==> src/rtl/soundweb_decoder.sv <==
`default_nettype none
// ============================================================================
//  Module   : soundweb_decoder
//  Purpose  : Byte-serial receiver for the Soundweb London framed protocol.
//             Hunts for STX, removes ESC byte-stuffing, collects the 13 body
//             bytes, checks XOR checksum and closing ETX, and reports the
//             decoded fields with single-cycle status pulses.
//  Revision : 1.0 - initial release
// ============================================================================
module soundweb_decoder #(
    parameter int TIMEOUT_CYCLES = 0,
    parameter int TIMEOUT_WIDTH  = 16
) (
    input  logic       clk,
    input  logic       reset,
    input  logic       in_valid,
    input  logic [7:0] in_byte,
    output logic [7:0] command,
    output logic [7:0] address_0,
    output logic [7:0] address_1,
    output logic [7:0] address_2,
    output logic [7:0] address_3,
    output logic [7:0] address_4,
    output logic [7:0] address_5,
    output logic [7:0] sv_0,
    output logic [7:0] sv_1,
    output logic [7:0] data_0,
    output logic [7:0] data_1,
    output logic [7:0] data_2,
    output logic [7:0] data_3,
    output logic       packet_valid,
    output logic       checksum_error,
    output logic       framing_error,
    output logic       timeout_error,
    output logic       ack_received,
    output logic       nak_received
);

    localparam logic [7:0] c_stx      = 8'h02;
    localparam logic [7:0] c_etx      = 8'h03;
    localparam logic [7:0] c_ack      = 8'h06;
    localparam logic [7:0] c_nak      = 8'h15;
    localparam logic [7:0] c_esc      = 8'h1B;
    localparam logic [7:0] c_esc_bias = 8'h80;
    localparam logic [3:0] c_body_len = 4'd13;
    localparam bit         c_timeout_en = (TIMEOUT_CYCLES > 0);
    localparam logic [TIMEOUT_WIDTH-1:0] c_timeout_limit = TIMEOUT_WIDTH'(TIMEOUT_CYCLES);

    typedef enum logic [1:0] {
        S_IDLE     = 2'd0,
        S_BODY     = 2'd1,
        S_ESCAPE   = 2'd2,
        S_WAIT_ETX = 2'd3
    } state_t;

    state_t                   r_state;
    logic [3:0]               r_count;
    logic [7:0]               r_xor;
    logic [7:0]               r_shadow [0:12];
    logic                     r_match;
    logic [TIMEOUT_WIDTH-1:0] r_timer;

    logic                     w_is_reserved;
    logic                     w_esc_ok;
    logic                     w_dec_valid;
    logic [7:0]               w_dec_byte;
    logic [TIMEOUT_WIDTH-1:0] w_timer_inc;

    // Classify the incoming raw byte and produce the de-stuffed payload byte.
    always_comb begin
        w_is_reserved = (in_byte == c_stx) || (in_byte == c_etx) || (in_byte == c_ack) ||
                        (in_byte == c_nak) || (in_byte == c_esc);
        w_esc_ok      = (in_byte == 8'h82) || (in_byte == 8'h83) || (in_byte == 8'h86) ||
                        (in_byte == 8'h95) || (in_byte == 8'h9B);
        w_dec_byte    = (r_state == S_ESCAPE) ? (in_byte - c_esc_bias) : in_byte;
        w_dec_valid   = ((r_state == S_BODY) && !w_is_reserved) ||
                        ((r_state == S_ESCAPE) && w_esc_ok);
        // Saturating increment so a stalled link never wraps the counter.
        w_timer_inc   = (r_timer == '1) ? r_timer : (r_timer + 1'b1);
    end

    // Frame receiver: state, accumulation, output registers and status pulses.
    always_ff @(posedge clk or posedge reset) begin
        if (reset) begin
            r_state        <= S_IDLE;
            r_count        <= '0;
            r_xor          <= '0;
            r_match        <= 1'b0;
            r_timer        <= '0;
            for (int i = 0; i < 13; i++) begin
                r_shadow[i] <= '0;
            end
            command        <= '0;
            address_0      <= '0;
            address_1      <= '0;
            address_2      <= '0;
            address_3      <= '0;
            address_4      <= '0;
            address_5      <= '0;
            sv_0           <= '0;
            sv_1           <= '0;
            data_0         <= '0;
            data_1         <= '0;
            data_2         <= '0;
            data_3         <= '0;
            packet_valid   <= 1'b0;
            checksum_error <= 1'b0;
            framing_error  <= 1'b0;
            timeout_error  <= 1'b0;
            ack_received   <= 1'b0;
            nak_received   <= 1'b0;
        end else begin
            packet_valid   <= 1'b0;
            checksum_error <= 1'b0;
            framing_error  <= 1'b0;
            timeout_error  <= 1'b0;
            ack_received   <= 1'b0;
            nak_received   <= 1'b0;

            if (in_valid) begin
                r_timer <= '0;
                if (w_dec_valid) begin
                    // Payload byte: body bytes are stored, the 14th is the checksum.
                    if (r_count < c_body_len) begin
                        r_shadow[r_count] <= w_dec_byte;
                        r_xor             <= r_xor ^ w_dec_byte;
                        r_count           <= r_count + 4'd1;
                        r_state           <= S_BODY;
                    end else begin
                        r_match <= (w_dec_byte == r_xor);
                        r_state <= S_WAIT_ETX;
                    end
                end else begin
                    case (r_state)
                        S_IDLE: begin
                            if (in_byte == c_stx) begin
                                r_state <= S_BODY;
                                r_count <= '0;
                                r_xor   <= '0;
                            end else if (in_byte == c_ack) begin
                                ack_received <= 1'b1;
                            end else if (in_byte == c_nak) begin
                                nak_received <= 1'b1;
                            end
                        end
                        S_WAIT_ETX: begin
                            if (in_byte == c_etx) begin
                                if (r_match) begin
                                    command      <= r_shadow[0];
                                    address_0    <= r_shadow[1];
                                    address_1    <= r_shadow[2];
                                    address_2    <= r_shadow[3];
                                    address_3    <= r_shadow[4];
                                    address_4    <= r_shadow[5];
                                    address_5    <= r_shadow[6];
                                    sv_0         <= r_shadow[7];
                                    sv_1         <= r_shadow[8];
                                    data_0       <= r_shadow[9];
                                    data_1       <= r_shadow[10];
                                    data_2       <= r_shadow[11];
                                    data_3       <= r_shadow[12];
                                    packet_valid <= 1'b1;
                                end else begin
                                    checksum_error <= 1'b1;
                                end
                                r_state <= S_IDLE;
                            end else if (in_byte == c_stx) begin
                                framing_error <= 1'b1;
                                r_state       <= S_BODY;
                                r_count       <= '0;
                                r_xor         <= '0;
                            end else begin
                                framing_error <= 1'b1;
                                r_state       <= S_IDLE;
                            end
                        end
                        default: begin
                            // BODY or ESCAPE with a non-payload byte.
                            if ((r_state == S_BODY) && (in_byte == c_esc)) begin
                                r_state <= S_ESCAPE;
                            end else if (in_byte == c_stx) begin
                                framing_error <= 1'b1;
                                r_state       <= S_BODY;
                                r_count       <= '0;
                                r_xor         <= '0;
                            end else begin
                                framing_error <= 1'b1;
                                r_state       <= S_IDLE;
                            end
                        end
                    endcase
                end
            end else if (c_timeout_en && (r_state != S_IDLE)) begin
                // Idle cycle inside a frame: age the frame and abandon it at the limit.
                if (w_timer_inc >= c_timeout_limit) begin
                    timeout_error <= 1'b1;
                    r_state       <= S_IDLE;
                    r_timer       <= '0;
                end else begin
                    r_timer <= w_timer_inc;
                end
            end
        end
    end

endmodule
`default_nettype wire

==> config.mk <==
export PLATFORM = sky130hd
export DESIGN_NAME = soundweb_decoder
export DESIGN_NICKNAME = d
export VERILOG_FILES = /design/src/rtl/soundweb_decoder.sv
export SDC_FILE = /design/constraint.sdc
export NUM_CORES = 1
export LEC_CHECK = 0
export BUFFER_PORTS_ARGS = -buffer_cell sky130_fd_sc_hd__buf_2
export CAP_MARGIN = 20
export CORE_MARGIN = 4
export CORE_UTILIZATION = 25
export CTS_CLUSTER_DIAMETER = 50
export DETAILED_ROUTE_END_ITERATION = 16
export GPL_TIMING_DRIVEN = 0
export HOLD_SLACK_MARGIN = 0.15
export PLACE_DENSITY = 0.51
export SLEW_MARGIN = 25
export SYNTH_ARGS = -nofsm -noshare
export SYNTH_HDL_FRONTEND = slang
export SYNTH_SLANG_ARGS = --single-unit
==> constraint.sdc <==
create_clock -name clk -period 18.2 [get_ports clk]
set_input_delay 4.55 -clock clk [delete_from_list [all_inputs] [get_ports clk]]
set_output_delay 4.55 -clock clk [all_outputs]
set_load 0.01 [all_outputs]
======== Yosys cells after proc, flatten, opt, wreduce, memory -nomap -nowiden ========
Cells that the tools add are included.
word-level totals
  memories ................................ 0
  ROM bits ................................ 0
  flip-flop bits (word level) ............. 228
  input bits .............................. 11
  bits in latches ......................... 0
  bits in writable memories ............... 0
  word-level logic and storage cells ...... 131
cells by class
  add/subtract/negate cells ............... 2
  divide/modulo/power cells ............... 0
  muxes and demuxes ....................... 49
  bitwise operators ....................... 4
  shifts and indexed selects .............. 0
  reduce and logical (&&, ||, !) cells .... 20
  eq/ne operators ......................... 18
  multiply operators ...................... 0
  magnitude comparators ................... 3
operators with widths
  operator                                                     count
  bitwise mux 104 bit                                          1
  2-to-1 mux 8 bit                                             7
  equality test 8 bit (second input constant)                  5
  demux 8 bit (select 4 bit)                                   1
  2-to-1 mux 1 bit                                             27
  2-to-1 mux 4 bit                                             5
  equality test 8 x 2 -> 1 bit (second input constant)         2
  equality test 8 x 5 -> 1 bit (second input constant)         2
  one-hot mux 8 bit (2 select lines)                           1
  logical OR 1 bit                                             9
  equality test 8 x 3 -> 1 bit (second input constant)         1
  equality test 8 bit                                          1
  2-to-1 mux 2 bit                                             4
  one-hot mux 4 bit (2 select lines)                           1
  subtractor 8 bit (second input constant)                     1
  bitwise XOR 8 bit                                            1
  != test 3 bit (second input constant)                        2
  AND reduction 3 bit                                          2
  greater-or-equal comparator 5 bit (second input constant)    1
  less-than comparator 5 x 1 -> 1 bit (second input constant)  1
  inverter 4 -> 5 bit                                          1
  AND reduction 5 bit                                          1
  adder 4 x 1 -> 4 bit (second input constant)                 1
  equality test 2 bit (second input constant)                  2
  other kinds (12)                                             16

======== Depth between registers and ports, before layout ========
  word-level depth ........................ 10
  gate-level depth with buffers ........... 10
  gate-level depth less buffers ........... 7

======== Least setup slack after synthesis ========
Ideal clock, no wire load.
  kind .................................... input port to flip-flop
  start ................................... input port in_byte[3]
  end ..................................... register r_shadow[1] (netlist bit)
  arrival ................................. 6.488 ns
  stages on the path ...................... 6
  setup time .............................. 0.125 ns
  slack ................................... 11.587 ns
  cells stage by stage .................... or3b_1 -> or3_1 -> o211a_2 -> buf_6 -> nor4b_4 -> mux2_2
between the ends
  longest elaborated chain between the ends .. 9
  elaborated cells on any way between the ends .. 23
RTL lines
  element                          RTL line  text
  start, declared                  17        input logic [7:0] in_byte,
  equality test 8 x 2 -> 1 bit     71        w_is_reserved = (in_byte == c_stx) || (in_byte == c_etx) || (in_byte == c_ack) ||
  logical OR 1 bit (3 in a row)    71
  logical OR 1 bit                 72        (in_byte == c_nak) || (in_byte == c_esc);
  logical NOT 1 bit                76        w_dec_valid = ((r_state == S_BODY) && !w_is_reserved) ||
  logical AND 1 bit                76
  logical OR 1 bit *               76
  AND reduction 3 bit (no line) *  n/a
  end signal, assigned by index    125       r_shadow[r_count] <= w_dec_byte;
  end, declared                    59        logic [7:0] r_shadow [0:12];
Every way passes the cells marked *; elsewhere a longest branch is shown, timed or not.
A chain may end at the register's enable or synchronous reset.

======== Worst setup path in the final report ========
  start ................................... input port in_byte[5]
  end ..................................... register data_3[4]
between the ends
  longest elaborated chain between the ends .. 10
  elaborated cells on any way between the ends .. 24
RTL lines
  element                                          RTL line  text
  equality test 8 x 2 -> 1 bit (on tied branches)  71, 147
  logical OR 1 bit (3 in a row)                    71
  logical OR 1 bit                                 72
  logical NOT 1 bit                                76
  logical AND 1 bit                                76
  logical OR 1 bit                                 76
  inverter 1 bit (no line)                         n/a
  AND reduction 5 bit (no line) *                  n/a
  end signal, assigned                             161       data_3 <= r_shadow[12];
  end, declared                                    30        output logic [7:0] data_3,
Marks and branches as above.

==> impl_results.md <==
- First-pass GRT wire length: 37.9 mm
- Largest Register: r_shadow
- Crit path max fanout: 10
- Gate Count Post-Synth: 641
- Port Buffer Count: 118
- Syn Area/Cell: 14.6 um2
- H-tree depth: 2
- Worst Setup SP: in_byte[5]
- Congestion Overflow GR: 0
- Reg-to-reg startpoint: r_state[1]$_DFFE_PP0P_
- Asr flop ratio synth: 1.00
- CTS max path bufs: 3
- Post-CTS Setup Bufs: 0
- Die H: 201 um
- Initial Util: 0.254
- Fmax: 144 MHz
- Root Driver: clkbuf_16
- Skew-Pair Late Insertion Delay: 0.51 ns
- Worst hold stages: 1
- Drt first pass iters: 4
- Initial antenna violation count: 0
- Core area: 36800 um2
- Routed Antenna Nets: 0
- Period minus WS final: 6.94 ns
- Pwr dens: 127 nW/um2
- Post-Syn Area: 9350 um2
- Final Hold Viols: 0
- Post-synthesis compound-gate area fraction: 0.0233
- Worst relative slew slack: 0.347
- Worst vdd ir: 65.8 uV
- Hold_buf cts: 0
- Seq/Total Area, Yosys: 0.610
- RSZ-0062 raised after global routing: no
- DRC errors left: 0
- Ant diodes: 0
- Hpwl dp: 15.5 mm
- Main flop type after synthesis: dfrtp_1
- Setup_tns: 0 ns
- P_leak: 6.05 nW
- Largest net degree at the start of global routing: 94
- Clock skew: 0.0235 ns
- Cell area after placement: 10600 um2
- CTS resizes: 0
- CP endpoint kind: flip-flop
- Die area: 40600 um2
- WP data required: 18.59 ns
- Vias in the first global route: 6194
- Arr. time, crit path: 7.32 ns
- Share of synthesized cell area in and, or, nand and nor gates: 0.0733
- Fillers: 3704
- XOR/XNOR share of the synthesized area: 0.00281
- Worst Hold Slack: 0.485 ns
- # IOs: 121
- Mapped Nets: 661
- Crit Path Category: primary input to flip-flop
- Layout net count: 819
- Gpl congestion: 0.762
- Post-synthesis mux area share: 0.256
- Max reg flops: 104
- Die span in x: 201 um
- TritonCTS buffer count: 36
- Hold path startpoint: r_shadow[64]$_DFFE_PP0P_
- Setup violators final: 0
- Hold WC Path Type: flip-flop to flip-flop
- Synth Area in Adders: 0.0120
- Worst-margin pin slew: 0.980 ns
- DR vias: 5690
- CTS tree: built
- Run status: finished clean
- EDFF count, synth: 0
- Clock sinks: 228
- Ys Warns: 0
- Distinct cells, synth: 47
- Startpoint types: primary input
- DR iter-0 viols: 270
- CTS clk-pin slew, worst paths: 0.06 ns
- Post-route cell area: 11800 um2
- Register bit total from synthesis: 228
- Tot GR Track Use: 0.120
- Drt wl/cell: 18.6 um
- Crit share post-route: 0.381
- Layout cell share with drive strength beyond 1: 0.485
- Worst r2r path cells: 6
- Area growth syn-to-layout: 26.5%
- WL final: 24.0 mm
- Largest family of logic cells by synthesized area: multiplexers
- Max-slew violations: 0
- Via/cell ratio: 4.40
- Max-cap violation count: 0
- Num rows: 70
where the power goes:
part | switching (mW) | internal [mW]
clock network | 0.245 | 0.462
logic | 0.114 | 0.0861
registers | 0.0321 | 0.563
total | 0.392 | 1.11
layout by cell type, fill, tap and decap left out, types with 3 or more instances in the layout:
cell type,instances
nor2_1,7
bufinv_16,6
nand2_1,24
mux2i_1,4
mux2_2,206
nor4b_4,5
buf_2,121
a21oi_1,9
nor3b_2,4
buf_1,4
or3_1,14
clkbuf_1,39
clkbuf_16,37
nand3_1,13
dfrtp_1,228
mux2_1,3
nor2b_1,12
nor4_1,5
o21ai_0,3
inv_6,7
ha_1,9
clkbuf_2,3
o211ai_1,10
nor3_1,5
inv_1,7
Yosys cell counts, types with 5 or more instances:
cell type	instances	area (um2)
nor4b_4	5	119
a21oi_1	9	45.0
nand3_1	13	65.1
nor4_1	5	31.3
ha_1	9	113
nor3_1	5	25.0
clkbuf_1	33	124
nor2_1	7	26.3
nand2_1	24	90.1
or3_1	14	87.6
nor2b_1	12	75.1
mux2_2	206	2320
o211ai_1	10	75.1
dfrtp_1	228	5710
inv_1	8	30.0
path summary, 6_finish.rpt:
| path | slack (ns) | endpoint |
|---|---|---|
| worst max-delay path | 11.26 | data_3[4]$_DFFE_PP0P_ |
| worst min-delay path | 0.48 | r_shadow[64]$_DFFE_PP0P_ |
| worst max register to register | 15.19 | data_3[4]$_DFFE_PP0P_ |
| worst min register to register | 0.48 | r_shadow[64]$_DFFE_PP0P_ |
| max in group asynchronous | 13.27 | r_shadow[21]$_DFFE_PP0P_ |
| min in group asynchronous | 4.08 | address_4[5]$_DFFE_PP0P_ |
metal layers:
| layer | global-route usage | vias up | share of wire |
|---|---|---|---|
| met4 | 0.0359 | 0 | 0.025 |
| met1 | 0.158 | 2900 | 0.45 |
| met2 | 0.192 | 141 | 0.47 |
| li1 | - | 2605 | - |
| met5 | 0 | - | 0 |
| met3 | 0.0356 | 44 | 0.064 |
area by class of cell:
type                       count  area [um2]  share of cell area
timing repair buffer         120         646              0.0546
multi-input combinational    362        3440               0.291
clock buffer                  46         960              0.0812
sequential                   228        5710               0.482
inverter                       9        41.3             0.00349
clock inverter                17         272              0.0230
buffer                        42         176              0.0149
tap                          468         586              0.0495
cell families (layout without fill, tap and decap cells):
| family | after synthesis | after routing |
|---|---|---|
| other | 1 | 1 |
| buffers and inverters | 51 | 234 |
| AOI/OAI and AO/OA | 32 | 32 |
| adders and majority gates | 9 | 9 |
| DFF | 228 | 228 |
| and+or+nand+nor | 104 | 104 |
| muxes | 213 | 213 |
| xor gates and xnor gates | 3 | 3 |
through the flow:
| step | utilization | total power [mW] | cells | worst slack, ns |
|---|---|---|---|---|
| floorplan | - | 0.747 | 641 | 7.40 |
| global placement | 0.286 | 0.802 | 1227 | 4.42 |
| detailed placement | 0.288 | 0.807 | 1229 | 10.62 |
| CTS | 0.321 | 1.53 | 1292 | 11.17 |
| global route | 0.321 | 1.58 | 1292 | 10.97 |
| finish | 0.321 | 1.50 | 1292 | 11.26 |
critical path, cell delays in order:
cell and delay (ns):
buf_2 0.21, or3_1 0.15, clkbuf_1 0.22, nor3_1 0.12
nand3_1 0.30, clkbuf_1 0.71, clkbuf_1 0.63, mux2_2 0.41
No activity file was read; power rests on OpenSTA's default activity.
